<file path="src/rtl/uart_word_tx_if.sv">
`default_nettype none
// ============================================================================
//  Module   : uart_word_tx_if
//  Brief    : Word handshake and serial-line bundle for uart_word_tx.
//  Revision : 1.0  initial release
// ============================================================================
interface uart_word_tx_if;
  logic        word_valid;
  logic [31:0] word_data;
  logic        word_ready;
  logic        tx;
  logic        busy;
  logic        word_done;

  modport master (
    output word_valid,
    output word_data,
    input  word_ready,
    input  tx,
    input  busy,
    input  word_done
  );

  modport slave (
    input  word_valid,
    input  word_data,
    output word_ready,
    output tx,
    output busy,
    output word_done
  );
endinterface
`default_nettype wire

</file>
<file path="src/rtl/uart_word_tx.sv">
`default_nettype none
// ============================================================================
//  Module   : uart_word_tx
//  Brief    : Sends each accepted 32-bit word as four 8N1 frames, LSB byte first.
//  Revision : 1.0  initial release
// ============================================================================
module uart_word_tx #(
  parameter int CLKS_PER_BIT = 10417
) (
  input  wire logic     clk,
  input  wire logic     rst,
  uart_word_tx_if.slave s_word
);

  localparam int                 c_CNT_W    = $clog2(CLKS_PER_BIT);
  localparam logic [c_CNT_W-1:0] c_CNT_LAST = c_CNT_W'(CLKS_PER_BIT - 1);

  typedef enum logic [1:0] {
    S_IDLE  = 2'd0,
    S_START = 2'd1,
    S_DATA  = 2'd2,
    S_STOP  = 2'd3
  } state_t;

  state_t               r_state;
  logic [c_CNT_W-1:0]   r_cnt;
  logic [2:0]           r_bit;
  logic [1:0]           r_byte;
  logic [31:0]          r_word;
  logic                 r_tx;
  logic                 r_busy;
  logic                 r_done;

  state_t               w_state_nxt;
  logic [c_CNT_W-1:0]   w_cnt_nxt;
  logic [2:0]           w_bit_nxt;
  logic [1:0]           w_byte_nxt;
  logic [31:0]          w_word_nxt;
  logic                 w_tx_nxt;
  logic                 w_busy_nxt;
  logic                 w_done_nxt;
  logic                 w_accept;
  logic                 w_bit_end;

  assign s_word.word_ready = (r_state == S_IDLE) & ~rst;
  assign s_word.tx         = r_tx;
  assign s_word.busy       = r_busy;
  assign s_word.word_done  = r_done;

  assign w_accept  = s_word.word_valid & s_word.word_ready;
  assign w_bit_end = (r_cnt == c_CNT_LAST);

  always_ff @(posedge clk) begin
    if (rst) begin
      r_state <= S_IDLE;
      r_cnt   <= '0;
      r_bit   <= '0;
      r_byte  <= '0;
      r_word  <= '0;
      r_tx    <= 1'b1;
      r_busy  <= 1'b0;
      r_done  <= 1'b0;
    end else begin
      r_state <= w_state_nxt;
      r_cnt   <= w_cnt_nxt;
      r_bit   <= w_bit_nxt;
      r_byte  <= w_byte_nxt;
      r_word  <= w_word_nxt;
      r_tx    <= w_tx_nxt;
      r_busy  <= w_busy_nxt;
      r_done  <= w_done_nxt;
    end
  end

  always_comb begin
    w_state_nxt = r_state;
    w_cnt_nxt   = r_cnt + 1'b1;
    w_bit_nxt   = r_bit;
    w_byte_nxt  = r_byte;
    w_word_nxt  = r_word;
    w_done_nxt  = 1'b0;

    case (r_state)
      S_IDLE: begin
        w_cnt_nxt = '0;
        if (w_accept) begin
          w_state_nxt = S_START;
          w_word_nxt  = s_word.word_data;
          w_byte_nxt  = 2'd0;
          w_bit_nxt   = 3'd0;
        end
      end
      S_START: begin
        if (w_bit_end) begin
          w_cnt_nxt   = '0;
          w_state_nxt = S_DATA;
          w_bit_nxt   = 3'd0;
        end
      end
      S_DATA: begin
        if (w_bit_end) begin
          w_cnt_nxt = '0;
          if (r_bit == 3'd7) begin
            w_state_nxt = S_STOP;
          end else begin
            w_bit_nxt = r_bit + 3'd1;
          end
        end
      end
      S_STOP: begin
        if (w_bit_end) begin
          w_cnt_nxt = '0;
          w_bit_nxt = 3'd0;
          if (r_byte != 2'd3) begin
            w_byte_nxt  = r_byte + 2'd1;
            w_state_nxt = S_START;
          end else begin
            w_byte_nxt  = 2'd0;
            w_state_nxt = S_IDLE;
            w_done_nxt  = 1'b1;
          end
        end
      end
      default: begin
        w_state_nxt = S_IDLE;
        w_cnt_nxt   = '0;
      end
    endcase
  end

  // Line level is derived from the next state so tx is a clean flop output.
  always_comb begin
    w_tx_nxt = 1'b1;
    case (w_state_nxt)
      S_START: w_tx_nxt = 1'b0;
      S_DATA:  w_tx_nxt = w_word_nxt[{w_byte_nxt, w_bit_nxt}];
      default: w_tx_nxt = 1'b1;
    endcase
  end

  assign w_busy_nxt = (w_state_nxt != S_IDLE);

endmodule
`default_nettype wire

</file>
<file path="src/flat_wrapper.sv">
// flat-port wrapper written by rule: the top's interface ports become plain ports
module uart_word_tx_flat 
#(
  parameter int CLKS_PER_BIT = 10417
)
  (clk, rst, s_word_word_valid, s_word_word_data, s_word_word_ready, s_word_tx, s_word_busy, s_word_word_done);
  uart_word_tx_if s_word_i ();
  input  wire logic clk;
  input  wire logic rst;
  input wire logic [$bits(s_word_i.word_valid)-1:0] s_word_word_valid;
  input wire logic [$bits(s_word_i.word_data)-1:0] s_word_word_data;
  output wire logic [$bits(s_word_i.word_ready)-1:0] s_word_word_ready;
  output wire logic [$bits(s_word_i.tx)-1:0] s_word_tx;
  output wire logic [$bits(s_word_i.busy)-1:0] s_word_busy;
  output wire logic [$bits(s_word_i.word_done)-1:0] s_word_word_done;
  assign s_word_i.word_valid = s_word_word_valid;
  assign s_word_i.word_data = s_word_word_data;
  assign s_word_word_ready = s_word_i.word_ready;
  assign s_word_tx = s_word_i.tx;
  assign s_word_busy = s_word_i.busy;
  assign s_word_word_done = s_word_i.word_done;
  uart_word_tx #(.CLKS_PER_BIT(CLKS_PER_BIT)) u_core (.clk(clk), .rst(rst), .s_word(s_word_i));
endmodule
</file>
<file path="config.mk">
export PLATFORM = sky130hd
export DESIGN_NAME = uart_word_tx_flat
export DESIGN_NICKNAME = d
export VERILOG_FILES = /design/src/rtl/uart_word_tx_if.sv /design/src/rtl/uart_word_tx.sv /design/src/flat_wrapper.sv
export SDC_FILE = /design/constraint.sdc
export NUM_CORES = 1
export LEC_CHECK = 0
export BUFFER_PORTS_ARGS = -buffer_cell sky130_fd_sc_hd__buf_4
export CAP_MARGIN = 10
export CORE_MARGIN = 4
export CORE_UTILIZATION = 45
export DETAILED_ROUTE_END_ITERATION = 10
export PLACE_DENSITY_LB_ADDON = 0.15
export SYNTH_ARGS = -nofsm -noshare
export SYNTH_HDL_FRONTEND = slang
export SYNTH_SLANG_ARGS = --single-unit
export TNS_END_PERCENT = 100
</file>
<file path="constraint.sdc">
create_clock -name clk -period 3 [get_ports clk]
set_clock_uncertainty 0.2 [all_clocks]
set_input_delay 0.75 -clock clk [delete_from_list [all_inputs] [get_ports clk]]
set_output_delay 0.75 -clock clk [all_outputs]
set_load 0.05 [all_outputs]
</file>
==> flow_summary.ini, run 1 <==
[placement]
hpwlAfterDp_um = 5740
gpl_congestion = 0.827
dp_slack_ps = -300
placed_cells = 529
port_bufs = 38

[clock_network]
clk_pin_slew_worst_paths_ps = 110
cts_buffers = 5
clockRootBuffer = sky130_fd_sc_hd__clkbuf_8
max-clock-path-buffers = 2
tritoncts_clock_tree = built
cts-htree-levels = 2
worstSkewPairLatency_ps = 310
tritoncts_num_sinks = 56

[logic_synthesis]
netlist_top_cells_area = sky130_fd_sc_hd__dfxtp_1, sky130_fd_sc_hd__nand2_1, sky130_fd_sc_hd__a21oi_1
ys_seq_area_share_pct = 36.6
count_of_flip_flops_with_a_built_in_enable_after_synthesis = 0
ys_ff_latch = 56
async_reset_ff_share_pct = 0
yosysUniqueCellTypes = 55
yosysTopAreaCell = sky130_fd_sc_hd__dfxtp_1
mappedNetlistNets = 434
synthesis.area_per_instance_sq_um = 7.86
post_synth_inst_count = 390
synth_cell_count_leaders = sky130_fd_sc_hd__nand2_1, sky130_fd_sc_hd__dfxtp_1, sky130_fd_sc_hd__a21oi_1
post-synth-top-count-cell = sky130_fd_sc_hd__nand2_1
syn_area_sq_um = 3070
yosysWarnings = 0
ys_dominant_reg_cell = sky130_fd_sc_hd__dfxtp_1
share_of_yosys_cell_area_claimed_by_the_top_area_cell_type_pct = 36.6

[setup_path]
worstSetupPathType = reg2reg
crit_chain = or4b_4, or4_4, a311oi_4, nand2_2, buf_6, mux2i_1, a32o_1, o311ai_1, nand4_1, a41oi_2
crit_path_max_fanout = 4
cp_top_family = simple AND/OR/NAND/NOR gates
critical_path.startpoint_type = flip-flop
worstPathArrival_ps = 3320
critical_path.reg2reg.startpoint = u_core.r_cnt[10]
timing.critical_path.buf_inv = 1
worst_reg_to_reg_cells = 10
cp_slowest_stage_delay_ps = 550
critPathCaptureType = flip-flop
slowest_stage = sky130_fd_sc_hd__or4b_4
ff2ff_setup_slack_ps = -280
worst-endpoint-required_ps = 3040
critical_path.reg2reg.endpoint = u_core.s_word.tx

[die]
top_level_ports = 39
placementRows = 29
initial_core_util_pct = 47.2
floorplan.die.height_um = 90.5
design.die.area_sq_um = 8200
area_of_the_core_sq_um = 6490
die_w_um = 90.5

[outcome]
run_status = finished, violations left
violations_in_the_final_reports = negative setup slack

[finish]
drive_above_1_share_pct = 25.9
design.final.nets = 507
area_growth_syn_to_layout_pct = 26.8
final_cells = 541
antenna-diode-count = 0

[sta]
report.final.hold_viol_count = 0
fmax_mhz = 304
setup_slack_of_the_critical_path_after_layout_ps = -284
report.final.setup_viol = 1
final_period_minus_worst_setup_slack_ps = 3280
maxSlewViolCount = 0
timing.slew.headroom_pct = 68.0
post-route-period-util_pct = 109
tightestPinTransition_ps = 475
grt_setup_unrepaired = yes

[power_and_ir_drop]
vdd_ir_drop_max_mv = 0.272
total_switching_power_mw = 0.389
internal-power_mw = 1.11
netSwitchingFraction_pct = 25.9
clkPwrFrac_pct = 34.3
powerDensity_nw_per_um2 = 386
leakagePower_nw = 1.53
power_frac_seq_pct = 52.2
combPwrFrac_pct = 13.6

[detailed_routing]
drt_iter0_markers = 163
drc_errors = 0
detailedRoute.firstPassIterationCount = 5
via_per_inst = 5.55
detail-route-antenna-nets = 0
wl_um = 7820
routed_wire_length_per_instance_um = 14.5
num_vias = 3003

[min_path]
worstHoldStart = u_core.r_word[12]
worst_hold_path_type = reg2reg
worst_hold_path.endpoint = u_core.r_word[12]
hold_depth = 2

[global_route]
grt.busiest_layer = met2
grt_pass1_vias = 2840
use_met1_pct = 28.2
grt_met2_usage_pct = 30.1
gr-total-overflow = 0
grt_first_pass_wirelength_um = 13500
initial_antenna_violation_count = 0
grt_start_max_net_pins = 40
global_route.usage.met3_pct = 4.17
grt_use_total_pct = 19.7

[flow_run]
maxCapViolCount = 0
==> cell usage in the layout, fill, tap and decap left out, drive strengths merged, types with 4 or more instances in the layout <==
| cell type | synthesis | final |
|---|---|---|
| nand2 | 98 | 98 |
| dfxtp | 56 | 56 |
| nor3 | 6 | 6 |
| a22oi | 6 | 6 |
| o211ai | 4 | 4 |
| mux2i | 19 | 19 |
| and3 | 7 | 7 |
| xor2 | 6 | 6 |
| inv | 12 | 13 |
| or3 | 5 | 5 |
| nand3 | 11 | 11 |
| nand4 | 5 | 5 |
| a32oi | 6 | 6 |
| o21ai | 7 | 7 |
| buf | 8 | 90 |
| ha | 9 | 9 |
| clkbuf | 16 | 5 |
| a21oi | 43 | 43 |
| nor2 | 25 | 25 |
==> kinds of logic (layout without fill, tap and decap cells) <==
family / count (synthesis) / count (layout) / synth area share [%]
adders and majority gates: 9 / 9 / 3.67
xor gates and xnor gates: 8 / 8 / 2.29
and+or+nand+nor: 176 / 176 / 27.3
AOI/OAI and AO/OA: 84 / 84 / 17.7
buffers and inverters: 36 / 110 / 5.59
muxes: 21 / 21 / 6.94
DFF: 56 / 56 / 36.6
==> how the worst max path moves through the flow <==
stage | startpoint | cells after the start | slack (ps) | end
2_1_floorplan | u_core.r_cnt[9] | 11 | -60 | u_core.s_word.tx
3_3_place_gp | u_core.r_cnt[8] | 10 | -230 | u_core.s_word.tx
3_5_place_dp | u_core.r_cnt[8] | 10 | -300 | u_core.s_word.tx
4_1_cts | u_core.r_cnt[10] | 10 | -320 | u_core.s_word.tx
5_1_grt | u_core.r_cnt[10] | 10 | -370 | u_core.s_word.tx
6_report | u_core.r_cnt[10] | 10 | -280 | u_core.s_word.tx
==> state kept, by name, summed over array words and instances (netlist names) <==
register and cells:
u_core.r_bit 3, u_core.r_cnt 14, u_core.s_word.busy 1, u_core.s_word.word_done 1, u_core.r_state 2, u_core.s_word.tx 1, u_core.r_byte 2, u_core.r_word 32
==> cell type report <==
type	count	area, sq um
sequential	56	1120
clock inverter	3	46.3
inverter	12	45.0
clock buffer	5	68.8
fill	610	2610
multi-input combinational	298	1800
tap	77	96.3
timing repair buffer	90	703
==> tightest hold or removal path, stage by stage, from the launching register on <==
cell and delay, ps:
sky130_fd_sc_hd__dfxtp_1 320, sky130_fd_sc_hd__nand2_1 50, sky130_fd_sc_hd__a21oi_1 50
==> power by group through the flow <==
| stage | logic [mW] | clock network [mW] | registers [mW] |
|---|---|---|---|
| finish | 0.204 | 0.514 | 0.783 |
| global route | 0.226 | 0.562 | 0.786 |
| CTS | 0.203 | 0.527 | 0.783 |
| detailed placement | 0.201 | 0 | 0.800 |
| global placement | 0.200 | 0 | 0.800 |
| floorplan | 0.107 | 0 | 0.804 |
==> what timing repair did <==
| item | CTS | global route |
|---|---|---|
| hold buffers | 0 | 0 |
| pin swaps | 9 | 6 |
| buffers inserted | 4 | 0 |
| endpoints found under the setup margin | 1 | 1 |
| resized for setup | 8 | 3 |
==> through the flow <==
step | power, mW | cell area (sq um) | TNS [ps] | utilization, % | hold WS (ps)
floorplan | 0.911 | 3080 | -55.7 | - | 233
global placement | 0.999 | 3700 | -227 | 57.0 | 240
detailed placement | 1.00 | 3700 | -300 | 57.0 | 246
CTS | 1.51 | 3870 | -325 | 59.7 | 262
global route | 1.57 | 3890 | -371 | 59.9 | 285
finish | 1.50 | 3890 | -284 | 59.9 | 260
==> per-layer routing <==
metal | routed length, um | up-vias
li1 | - | 1508
met1 | 3890 | 1412
met2 | 3510 | 74
met3 | 356 | 9
met4 | 69 | 0
met5 | 0 | -
Power figures use the tool's default switching activity.
==> run 2, diff against run 1 <==
Settings changed: CORE_UTILIZATION 45 to 52.
==> run 2 against run 1 <==
The run still ends with negative setup slack left. Wire length is 1.8% lower. Sequential share of layout area is 0.36 points higher. Setup slack better by 52 ps. Critical path type unchanged. Largest cell class unchanged. Count of clock-buffer cells in the layout stayed put. Non-clock buffer count is 5 lower. Power is 5.6% lower. Largest power group unchanged.
==> flow_summary.ini, run 2 (synthesized netlist as in run 1, its figures left out) <==
[min_path]
worst_hold_path_type = reg2reg

[global_route]
grt_first_pass_wirelength_um = 12800
grt_pass1_vias = 2831
grt_use_total_pct = 21.3
initial_antenna_violation_count = 0
global_route.usage.met3_pct = 5.59
grt.busiest_layer = met2
use_met1_pct = 27.2
gr-total-overflow = 0
grt_met2_usage_pct = 36.7
grt_start_max_net_pins = 43

[finish]
leading_cell_type_in_the_layout_fill_and_taps_excluded = sky130_fd_sc_hd__nand2_1
area_growth_syn_to_layout_pct = 25.1
largest_reg_flops = 32
design.final.nets = 502
antenna-diode-count = 0
max_flop_register = u_core.r_word
drive_above_1_share_pct = 24.6
post-route-util_pct = 68.4
final_cells = 531
n_fill_cell = 477
layout_top_registers = u_core.r_word x32, u_core.r_cnt x14, u_core.r_bit x3
layout.cells.most_common_list = sky130_fd_sc_hd__nand2_1, sky130_fd_sc_hd__buf_4, sky130_fd_sc_hd__dfxtp_1, sky130_fd_sc_hd__a21oi_1, sky130_fd_sc_hd__nor2_1

[sta]
grt_setup_unrepaired = yes
post-route-period-util_pct = 108
setup_slack_of_the_critical_path_after_layout_ps = -232
final_period_minus_worst_setup_slack_ps = 3230
maxSlewViolCount = 0
report.final.setup_viol = 1
tightestPinTransition_ps = 553
report.final.hold_viol_count = 0
timing.slew.headroom_pct = 62.9
fmax_mhz = 309

[power_and_ir_drop]
vdd_ir_drop_max_mv = 0.272
powerDensity_nw_per_um2 = 370
leakagePower_nw = 1.49

[setup_path]
slowest_stage = sky130_fd_sc_hd__or4_4
critPathCaptureType = flip-flop
cp_slowest_stage_delay_ps = 570
worstSetupPathType = reg2reg
crit_path_max_fanout = 19
crit_chain = or4b_4, or4_4, a311oi_4, nand2_2, buf_12, mux2i_1, a32oi_1, nand2_1, or4_4, a41oi_2
worstPathArrival_ps = 3280
worst-endpoint-required_ps = 3050
critical_path.startpoint_type = flip-flop
worst_path_most_repeated_cell = sky130_fd_sc_hd__or4_4

[placement]
dp_slack_ps = -209
gpl_congestion = 0.831
hpwlAfterDp_um = 5810
placed_cells = 523
port_bufs = 38

[clock_network]
clockRootBuffer = sky130_fd_sc_hd__clkbuf_8
cts-htree-levels = 2
clk_pin_slew_worst_paths_ps = 110
cts_buffers = 5
max-clock-path-buffers = 2
tritoncts_clock_tree = built
tritoncts_num_sinks = 56
worstSkewPairLatency_ps = 320

[detailed_routing]
drt_iter0_markers = 168
routed_wire_length_per_instance_um = 14.5
detailedRoute.firstPassIterationCount = 4
via_per_inst = 5.66
detail-route-antenna-nets = 0
drc_errors = 0
wl_um = 7680
num_vias = 3004

[die]
placementRows = 27
top_level_ports = 39
area_of_the_core_sq_um = 5610
design.die.area_sq_um = 7190
floorplan.die.height_um = 84.8
die_w_um = 84.8
initial_core_util_pct = 54.7

[flow_run]
maxCapViolCount = 0

[outcome]
run_status = finished, violations left
violations_in_the_final_reports = negative setup slack
run 2: per-layer routing:
layer | part of all wire (%) | up-vias
met3 | 6.1 | 11
met5 | 0 | -
li1 | - | 1500
met1 | 44 | 1419
met4 | 0.99 | 0
met2 | 49 | 74
run 2: layout make-up:
cell class	instances	area [sq um]	share of cell area [%]
tap	72	90.1	2.35
sequential	56	1120	29.3
timing repair buffer	85	679	17.7
clock buffer	5	68.8	1.79
clock inverter	3	25.0	0.653
inverter	12	45.0	1.17
multi-input combinational	298	1800	47.0
run 2: final timing paths:
path                      from                 to  slack, ps  depth (start not counted)
max reg2reg    u_core.r_cnt[8]   u_core.s_word.tx       -230                         10
max            u_core.r_cnt[8]   u_core.s_word.tx       -230                         10
min reg2reg  u_core.r_word[12]  u_core.r_word[12]        260                          2
min          u_core.r_word[12]  u_core.r_word[12]        260                          2
run 2: stage by stage:
stage          cell area (sq um)  hold slack (ps)  power (mW)  TNS, ps
2_1_floorplan               3080              233       0.911    -55.7
3_3_place_gp                3710              240       0.994     -169
3_5_place_dp                3710              247       0.998     -209
4_1_cts                     3820              263        1.43     -212
5_1_grt                     3830              281        1.48     -349
6_report                    3830              260        1.42     -232
run 2: where the power goes:
group / total (mW) / switching [mW] / internal, mW
clock: 0.434 / 0.264 / 0.171
sequential: 0.783 / 0.0136 / 0.769
combinational: 0.200 / 0.113 / 0.0877
run 2: critical path: cells and delay by family, from the launching register on:
kind	cells	cell delay (ps)
buf+inv	1	170
compound gates	3	620
flops	1	330
mux	1	130
simple gates	5	1710
run 2: timing repair:
item,CTS,global route
setup buffers,0,0
hold buffers,0,0
gates cloned,0,0
resized for setup,3,3
setup endpoints to repair,1,1
